==> src/rtl/rnds_dispatch_ctrl_if.sv <==
// Rename/dispatch handshake bundle: renamed-slot descriptors and resource
// status flow into the controller, grants and store IDs flow back out.
interface rnds_dispatch_ctrl_if #(
    parameter int unsigned STORE_ID_WIDTH = 4
);
    // Slot descriptors
    logic                      instr0_valid;
    logic                      instr1_valid;
    logic                      instr0_is_mem;
    logic                      instr1_is_mem;
    logic                      instr0_is_store;
    logic                      instr1_is_store;
    logic                      instr0_is_serial;
    logic                      instr1_is_serial;
    // Resource status
    logic                      rob_instr0_check_top;
    logic                      rob_instr1_check_top;
    logic                      rob_is_empty;
    logic                      int_iq_instr0_check_top;
    logic                      int_iq_instr1_check_top;
    logic                      mem_iq_instr0_check_top;
    logic                      mem_iq_instr1_check_top;
    // Store retirement and recovery
    logic                      store_commit;
    logic                      flush;
    logic [STORE_ID_WIDTH:0]   flush_store_cnt;
    // Grants and allocation results
    logic                      instr0_req;
    logic                      instr1_req;
    logic                      int_pack0_valid;
    logic                      int_pack1_valid;
    logic                      mem_pack0_valid;
    logic                      mem_pack1_valid;
    logic [STORE_ID_WIDTH-1:0] instr0_store_id;
    logic [STORE_ID_WIDTH-1:0] instr1_store_id;
    logic                      rnds_stall;
    logic [1:0]                ctrl_state;

    modport master (
        output instr0_valid, instr1_valid, instr0_is_mem, instr1_is_mem,
               instr0_is_store, instr1_is_store, instr0_is_serial, instr1_is_serial,
               rob_instr0_check_top, rob_instr1_check_top, rob_is_empty,
               int_iq_instr0_check_top, int_iq_instr1_check_top,
               mem_iq_instr0_check_top, mem_iq_instr1_check_top,
               store_commit, flush, flush_store_cnt,
        input  instr0_req, instr1_req, int_pack0_valid, int_pack1_valid,
               mem_pack0_valid, mem_pack1_valid, instr0_store_id, instr1_store_id,
               rnds_stall, ctrl_state
    );

    modport slave (
        input  instr0_valid, instr1_valid, instr0_is_mem, instr1_is_mem,
               instr0_is_store, instr1_is_store, instr0_is_serial, instr1_is_serial,
               rob_instr0_check_top, rob_instr1_check_top, rob_is_empty,
               int_iq_instr0_check_top, int_iq_instr1_check_top,
               mem_iq_instr0_check_top, mem_iq_instr1_check_top,
               store_commit, flush, flush_store_cnt,
        output instr0_req, instr1_req, int_pack0_valid, int_pack1_valid,
               mem_pack0_valid, mem_pack1_valid, instr0_store_id, instr1_store_id,
               rnds_stall, ctrl_state
    );
endinterface

==> src/rtl/rnds_dispatch_ctrl.sv <==
// Two-wide in-order dispatch controller: grants 0/1/2 renamed instructions per
// cycle against ROB, IQ and store-ID availability, owns the store-ID counter,
// and sequences serializing instructions and flush recovery.
module rnds_dispatch_ctrl #(
    parameter int unsigned STORE_ID_WIDTH = 4
) (
    input logic                 clk,
    input logic                 rst_n,
    rnds_dispatch_ctrl_if.slave bus
);
    localparam int unsigned W  = STORE_ID_WIDTH;
    localparam int unsigned CW = STORE_ID_WIDTH + 1;

    typedef enum logic [1:0] {
        RUN         = 2'd0,
        SERIAL_WAIT = 2'd1,
        FLUSH       = 2'd2
    } state_e;

    state_e          state_q;
    logic [CW-1:0]   store_cnt_q, store_cnt_d;
    logic [CW-1:0]   commit_ptr_q, commit_ptr_d;
    logic [CW-1:0]   inflight, free_ids, pair_stores, granted_stores;
    logic            ids_full, iq0_ok, iq1_ok, g0, g1;

    // Grant evaluation; slot 1 only rides along with slot 0 to keep program order
    always_comb begin
        inflight    = store_cnt_q - commit_ptr_q;
        ids_full    = (inflight == CW'(1 << W));
        free_ids    = CW'(1 << W) - inflight;
        pair_stores = CW'(bus.instr0_is_store) + CW'(bus.instr1_is_store);

        iq0_ok = bus.instr0_is_mem ? bus.mem_iq_instr0_check_top
                                   : bus.int_iq_instr0_check_top;
        // Same target IQ needs two free entries there; split targets need one each
        if (bus.instr0_is_mem == bus.instr1_is_mem)
            iq1_ok = bus.instr1_is_mem ? bus.mem_iq_instr1_check_top
                                       : bus.int_iq_instr1_check_top;
        else
            iq1_ok = bus.instr1_is_mem ? bus.mem_iq_instr0_check_top
                                       : bus.int_iq_instr0_check_top;

        g0 = bus.instr0_valid && (state_q == RUN) && !bus.flush
             && bus.rob_instr0_check_top && iq0_ok
             && (!bus.instr0_is_serial || bus.rob_is_empty)
             && (!bus.instr0_is_store || !ids_full);

        g1 = g0 && bus.instr1_valid
             && !bus.instr0_is_serial && !bus.instr1_is_serial
             && bus.rob_instr1_check_top && iq1_ok
             && (pair_stores <= free_ids);

        granted_stores = CW'(g0 && bus.instr0_is_store) + CW'(g1 && bus.instr1_is_store);
        commit_ptr_d   = commit_ptr_q + CW'(bus.store_commit);
        store_cnt_d    = bus.flush ? bus.flush_store_cnt : store_cnt_q + granted_stores;
    end

    assign bus.instr0_req      = g0;
    assign bus.instr1_req      = g1;
    assign bus.int_pack0_valid = g0 && !bus.instr0_is_mem;
    assign bus.int_pack1_valid = g1 && !bus.instr1_is_mem;
    assign bus.mem_pack0_valid = g0 && bus.instr0_is_mem;
    assign bus.mem_pack1_valid = g1 && bus.instr1_is_mem;
    assign bus.instr0_store_id = store_cnt_q[W-1:0];
    assign bus.instr1_store_id = store_cnt_q[W-1:0] + W'(g0 && bus.instr0_is_store);
    assign bus.rnds_stall      = (bus.instr0_valid && !g0) || (bus.instr1_valid && !g1);
    assign bus.ctrl_state      = state_q;

    // Control FSM and store-ID counters; flush overrides every other transition
    always_ff @(posedge clk or negedge rst_n) begin
        if (!rst_n) begin
            state_q      <= RUN;
            store_cnt_q  <= '0;
            commit_ptr_q <= '0;
        end else begin
            store_cnt_q  <= store_cnt_d;
            commit_ptr_q <= commit_ptr_d;
            if (bus.flush) begin
                state_q <= FLUSH;
            end else begin
                unique case (state_q)
                    RUN:         if (g0 && bus.instr0_is_serial) state_q <= SERIAL_WAIT;
                    SERIAL_WAIT: if (bus.rob_is_empty) state_q <= RUN;
                    FLUSH:       state_q <= RUN;
                    default:     state_q <= RUN;
                endcase
            end
        end
    end
endmodule

==> src/flat_wrapper.sv <==
// flat-port wrapper written by rule: the top's interface ports become plain ports
module rnds_dispatch_ctrl_flat 
#(
    parameter int unsigned STORE_ID_WIDTH = 4
)
  (clk, rst_n, bus_instr0_valid, bus_instr1_valid, bus_instr0_is_mem, bus_instr1_is_mem, bus_instr0_is_store, bus_instr1_is_store, bus_instr0_is_serial, bus_instr1_is_serial, bus_rob_instr0_check_top, bus_rob_instr1_check_top, bus_rob_is_empty, bus_int_iq_instr0_check_top, bus_int_iq_instr1_check_top, bus_mem_iq_instr0_check_top, bus_mem_iq_instr1_check_top, bus_store_commit, bus_flush, bus_flush_store_cnt, bus_instr0_req, bus_instr1_req, bus_int_pack0_valid, bus_int_pack1_valid, bus_mem_pack0_valid, bus_mem_pack1_valid, bus_instr0_store_id, bus_instr1_store_id, bus_rnds_stall, bus_ctrl_state);
  rnds_dispatch_ctrl_if #(.STORE_ID_WIDTH(STORE_ID_WIDTH)) bus_i ();
  input logic clk;
  input logic rst_n;
  input wire logic [$bits(bus_i.instr0_valid)-1:0] bus_instr0_valid;
  input wire logic [$bits(bus_i.instr1_valid)-1:0] bus_instr1_valid;
  input wire logic [$bits(bus_i.instr0_is_mem)-1:0] bus_instr0_is_mem;
  input wire logic [$bits(bus_i.instr1_is_mem)-1:0] bus_instr1_is_mem;
  input wire logic [$bits(bus_i.instr0_is_store)-1:0] bus_instr0_is_store;
  input wire logic [$bits(bus_i.instr1_is_store)-1:0] bus_instr1_is_store;
  input wire logic [$bits(bus_i.instr0_is_serial)-1:0] bus_instr0_is_serial;
  input wire logic [$bits(bus_i.instr1_is_serial)-1:0] bus_instr1_is_serial;
  input wire logic [$bits(bus_i.rob_instr0_check_top)-1:0] bus_rob_instr0_check_top;
  input wire logic [$bits(bus_i.rob_instr1_check_top)-1:0] bus_rob_instr1_check_top;
  input wire logic [$bits(bus_i.rob_is_empty)-1:0] bus_rob_is_empty;
  input wire logic [$bits(bus_i.int_iq_instr0_check_top)-1:0] bus_int_iq_instr0_check_top;
  input wire logic [$bits(bus_i.int_iq_instr1_check_top)-1:0] bus_int_iq_instr1_check_top;
  input wire logic [$bits(bus_i.mem_iq_instr0_check_top)-1:0] bus_mem_iq_instr0_check_top;
  input wire logic [$bits(bus_i.mem_iq_instr1_check_top)-1:0] bus_mem_iq_instr1_check_top;
  input wire logic [$bits(bus_i.store_commit)-1:0] bus_store_commit;
  input wire logic [$bits(bus_i.flush)-1:0] bus_flush;
  input wire logic [$bits(bus_i.flush_store_cnt)-1:0] bus_flush_store_cnt;
  output wire logic [$bits(bus_i.instr0_req)-1:0] bus_instr0_req;
  output wire logic [$bits(bus_i.instr1_req)-1:0] bus_instr1_req;
  output wire logic [$bits(bus_i.int_pack0_valid)-1:0] bus_int_pack0_valid;
  output wire logic [$bits(bus_i.int_pack1_valid)-1:0] bus_int_pack1_valid;
  output wire logic [$bits(bus_i.mem_pack0_valid)-1:0] bus_mem_pack0_valid;
  output wire logic [$bits(bus_i.mem_pack1_valid)-1:0] bus_mem_pack1_valid;
  output wire logic [$bits(bus_i.instr0_store_id)-1:0] bus_instr0_store_id;
  output wire logic [$bits(bus_i.instr1_store_id)-1:0] bus_instr1_store_id;
  output wire logic [$bits(bus_i.rnds_stall)-1:0] bus_rnds_stall;
  output wire logic [$bits(bus_i.ctrl_state)-1:0] bus_ctrl_state;
  assign bus_i.instr0_valid = bus_instr0_valid;
  assign bus_i.instr1_valid = bus_instr1_valid;
  assign bus_i.instr0_is_mem = bus_instr0_is_mem;
  assign bus_i.instr1_is_mem = bus_instr1_is_mem;
  assign bus_i.instr0_is_store = bus_instr0_is_store;
  assign bus_i.instr1_is_store = bus_instr1_is_store;
  assign bus_i.instr0_is_serial = bus_instr0_is_serial;
  assign bus_i.instr1_is_serial = bus_instr1_is_serial;
  assign bus_i.rob_instr0_check_top = bus_rob_instr0_check_top;
  assign bus_i.rob_instr1_check_top = bus_rob_instr1_check_top;
  assign bus_i.rob_is_empty = bus_rob_is_empty;
  assign bus_i.int_iq_instr0_check_top = bus_int_iq_instr0_check_top;
  assign bus_i.int_iq_instr1_check_top = bus_int_iq_instr1_check_top;
  assign bus_i.mem_iq_instr0_check_top = bus_mem_iq_instr0_check_top;
  assign bus_i.mem_iq_instr1_check_top = bus_mem_iq_instr1_check_top;
  assign bus_i.store_commit = bus_store_commit;
  assign bus_i.flush = bus_flush;
  assign bus_i.flush_store_cnt = bus_flush_store_cnt;
  assign bus_instr0_req = bus_i.instr0_req;
  assign bus_instr1_req = bus_i.instr1_req;
  assign bus_int_pack0_valid = bus_i.int_pack0_valid;
  assign bus_int_pack1_valid = bus_i.int_pack1_valid;
  assign bus_mem_pack0_valid = bus_i.mem_pack0_valid;
  assign bus_mem_pack1_valid = bus_i.mem_pack1_valid;
  assign bus_instr0_store_id = bus_i.instr0_store_id;
  assign bus_instr1_store_id = bus_i.instr1_store_id;
  assign bus_rnds_stall = bus_i.rnds_stall;
  assign bus_ctrl_state = bus_i.ctrl_state;
  rnds_dispatch_ctrl #(.STORE_ID_WIDTH(STORE_ID_WIDTH)) u_core (.clk(clk), .rst_n(rst_n), .bus(bus_i));
endmodule
==> config.mk <==
export PLATFORM = sky130hd
export DESIGN_NAME = rnds_dispatch_ctrl_flat
export DESIGN_NICKNAME = d
export VERILOG_FILES = /design/src/rtl/rnds_dispatch_ctrl_if.sv /design/src/rtl/rnds_dispatch_ctrl.sv /design/src/flat_wrapper.sv
export SDC_FILE = /design/constraint.sdc
export NUM_CORES = 1
export LEC_CHECK = 0
export ABC_AREA = 1
export CAP_MARGIN = 40
export CORE_UTILIZATION = 40
export CTS_CLUSTER_SIZE = 20
export DETAILED_ROUTE_END_ITERATION = 6
export GPL_TIMING_DRIVEN = 0
export PLACE_DENSITY = 0.76
export SETUP_SLACK_MARGIN = 0.5
export SLEW_MARGIN = 10
export SYNTH_ARGS = -nofsm -noshare
export SYNTH_HDL_FRONTEND = slang
export SYNTH_SLANG_ARGS = --single-unit
==> constraint.sdc <==
create_clock -name clk -period 3.3 [get_ports clk]
set_input_delay 0.495 -clock clk [delete_from_list [all_inputs] [get_ports clk]]
set_output_delay 0.495 -clock clk [all_outputs]
set_load 0.02 [all_outputs]
==> results.toml <==
[global_routing]
antenna_found_initial = 0
grt_overflow = 0
grt_use_total_pct = 21.6
grt_max_degree = 13
grt_pass1_vias = 1103
grt_first_pass_wirelength_mm = 4.57

[setup_path]
slowest_stage = "fa_2"
startpoint = "u_core.store_cnt_q[0]$_DFF_PN0_"
startpoint_type = "flop"
path_cells = "inv_2, ha_4, fa_2, ha_4, inv_2, a211oi_2, ha_2, a21oi_2, o21ai_1, nor2_1, nand3_1, nand2_2, nor2_2, ha_4, ha_4, inv_2, fa_2, or2_4, a31oi_4"
worstPathRequired_ns = 3.50
crit_path_max_incr_delay_ns = 0.57
path_common_cell = "ha_4"
r2r-start = "u_core.store_cnt_q[0]$_DFF_PN0_"
crit_path_end_kind = "flop"
critPathMaxFanout = 3
criticalPathCategory = "flop to flop"
critPathArrivalTime_ns = 3.86

[sta]
fin_crit_sh_pct = 111
fmax_ghz = 0.274
finalCriticalPeriod_ns = 3.65
final_max_slew_viol_count = 0
slew-limit-headroom_pct = 63.8
hold_viol = 0
tightest_slew_ns = 0.542
holdWs_ns = 0.499
setup_ws_ns = -0.354
setup_viol = 13
skew_ns = 0.00175
rsz0062_at_grt = "true"

[status]
violations = "negative setup slack"
status = "finished with violations"

[clocking]
clk_pin_slew_ns = 0.08
clk_latency_ns = 0.28
htreeDepth = 1
root_buffer = "clkbuf_4"
cts_tree = "yes"
cts_made_buffers = 3
clock-sinks = 12
cts.path.max_buffers = 2

[power]
peakVddDrop_mv = 0.443
combPwrFrac_pct = 67.4
power_switching_mw = 0.486
p_int_mw = 0.584
switching_share_pct = 45.4
power.density_mw_per_mm2 = 540
p_leak_nw = 0.919
clockPowerShare_pct = 11.2
seqPwrFrac_pct = 21.4

[floorplanning]
rows = 18
die_area_mm2 = 0.00302
die_h_um = 55.0
start_util_pct = 43.7
core-area_mm2 = 0.00257
ioPinCount = 41
die_w_um = 55.0

[logic_synthesis]
yosysUniqueCellTypes = 23
ys_seq_elements = 12
syn_avg_cell_area_um2 = 7.43
synth.mux.area_fraction_pct = 0
synth_top_family_by_area = "simple AND/OR/NAND/NOR gates"
synth-simple-area-share_pct = 25.6
yosysSeqAreaShare_pct = 26.8
synth_compound_area_share_pct = 6.69
syn-instance-count = 151
syn_area_mm2 = 0.00112
synth-adder-area-share_pct = 21.4
yosysWarnings = 0
postSynthNetCount = 193
synth-xor-area-share_pct = 6.24

[layout]
final_common_cell = "clkdlybuf4s50_1"
fin_util_pct = 77.2
n_antenna_cell = 0
num-nets-final = 255
fillers = 166
final_cell_mix = "clkdlybuf4s50_1 (29), inv_1 (23), nand2_1 (19)"
stdcell_area_mm2 = 0.00198
syn2layout_area_growth_pct = 76.6
drive_gt1_share_pct = 38.2

[route]
ant_nets = 0
routed_wl_mm = 3.64
drcViolationCount = 0
vias = 1191
avgRoutedWirePerCell_um = 15.0
via_per_inst = 4.92
drt-initial-drc-count = 31
drtPass1Iterations = 4

[placed_design]
dpl.hpwl_mm = 2.35
postPlaceCellArea_mm2 = 0.00162
io_buffers = 40
place.gp.congestion = 0.820

[min_path]
hold_class = "flop to flop"
hp-start = "u_core.commit_ptr_q[4]$_DFF_PN0_"

[job]
drv_cap = 0
cell usage after synthesis:
library cell	number	area share, %
o32ai_1	1	0.78
nor3b_2	1	1.1
inv_1	29	9.7
xor2_1	6	4.7
dfrtp_1	12	27
and3_1	2	1.1
xnor2_1	2	1.6
buf_4	4	2.7
o21ai_0	5	2.2
ha_1	16	18
nand2_2	2	1.1
or2_2	1	0.56
or2_1	1	0.56
o22ai_1	1	0.56
a21oi_1	3	1.3
dlygate4sd3_1	1	0.89
a31oi_1	2	1.1
nor2_1	21	7.0
nor2_2	1	0.56
a211oi_1	1	0.67
nand3_1	11	4.9
nand2_1	26	8.7
fa_1	2	3.6
stage by stage:
stage | setup WS (ns) | power, mW | setup TNS (ns) | instances
after floorplan | -0.142 | 0.609 | -0.300 | 151
after global placement | -0.582 | 0.728 | -3.60 | 221
after detailed placement | -0.645 | 0.765 | -4.64 | 221
after CTS | -0.308 | 0.915 | -2.32 | 234
after global routing | -0.526 | 1.14 | -5.01 | 242
final | -0.354 | 1.07 | -2.93 | 242
state kept, by name (all words and copies together), names as in the netlist:
| register | count |
|---|---|
| u_core.bus.ctrl_state | 2 |
| u_core.commit_ptr_q | 5 |
| u_core.store_cnt_q | 5 |
repair_timing:
action,4_1_cts,5_1_grt
endpoints found under the setup margin,16,16
resized for setup,67,42
setup buffers,9,8
hold endpoints to repair,0,0
pin swaps,16,13
hold buffers,0,0
cell type report:
class / count / area [um2] / area share [%]
Timing Repair Buffer: 57 / 557 / 28.1
Multi-Input combinational cell: 105 / 900 / 45.4
Tap cell: 30 / 37.5 / 1.89
Inverter: 29 / 109 / 5.49
Buffer: 5 / 40.0 / 2.02
Clock buffer: 4 / 36.3 / 1.83
Sequential cell: 12 / 303 / 15.3
worst paths after layout:
kind / to / slack (ns) / depth (start not counted)
max: u_core.store_cnt_q[2]$_DFF_PN0_ / -0.35 / 19
min: u_core.commit_ptr_q[4]$_DFF_PN0_ / 0.50 / 1
max reg2reg: u_core.store_cnt_q[2]$_DFF_PN0_ / -0.35 / 19
min reg2reg: u_core.commit_ptr_q[4]$_DFF_PN0_ / 0.50 / 1
max in group asynchronous: u_core.store_cnt_q[2]$_DFF_PN0_ / 2.35 / 1
min in group asynchronous: u_core.store_cnt_q[4]$_DFF_PN0_ / 0.57 / 1
worst max-delay path, delay by kind of cell, from the launching register on:
family                     cells  cell delay, ns
and+or+nand+nor                5            0.60
DFF                            1            0.40
adders and majority gates      7            1.95
AOI/OAI and AO/OA              4            0.48
buffers and inverters          3            0.13
power groups by stage:
stage | clock network [mW] | logic [mW] | registers, mW
after floorplan | 0 | 0.388 | 0.221
after global placement | 0 | 0.501 | 0.227
after detailed placement | 0 | 0.535 | 0.230
after CTS | 0.120 | 0.570 | 0.225
after global routing | 0.126 | 0.780 | 0.235
final | 0.120 | 0.722 | 0.229
per-layer routing:
metal | global-route usage, % | vias to the layer above | routed length [um]
met1 | 25.3 | 570 | 1520
met3 | 0.820 | 4 | 75
met2 | 42.2 | 24 | 2000
li1 | - | 593 | -
met5 | 0 | - | 0
met4 | 6.25 | 0 | 38
kinds of logic (layout without fill, tap and decap cells):
group	Yosys count	count (layout)
buffers and inverters	34	95
adder cells (fa/ha/maj)	18	18
flip-flops	12	12
AO/OA/AOI/OAI	13	13
XOR/XNOR	8	8
AND/OR/NAND/NOR	66	66
(Power assumes the default switching activity.)
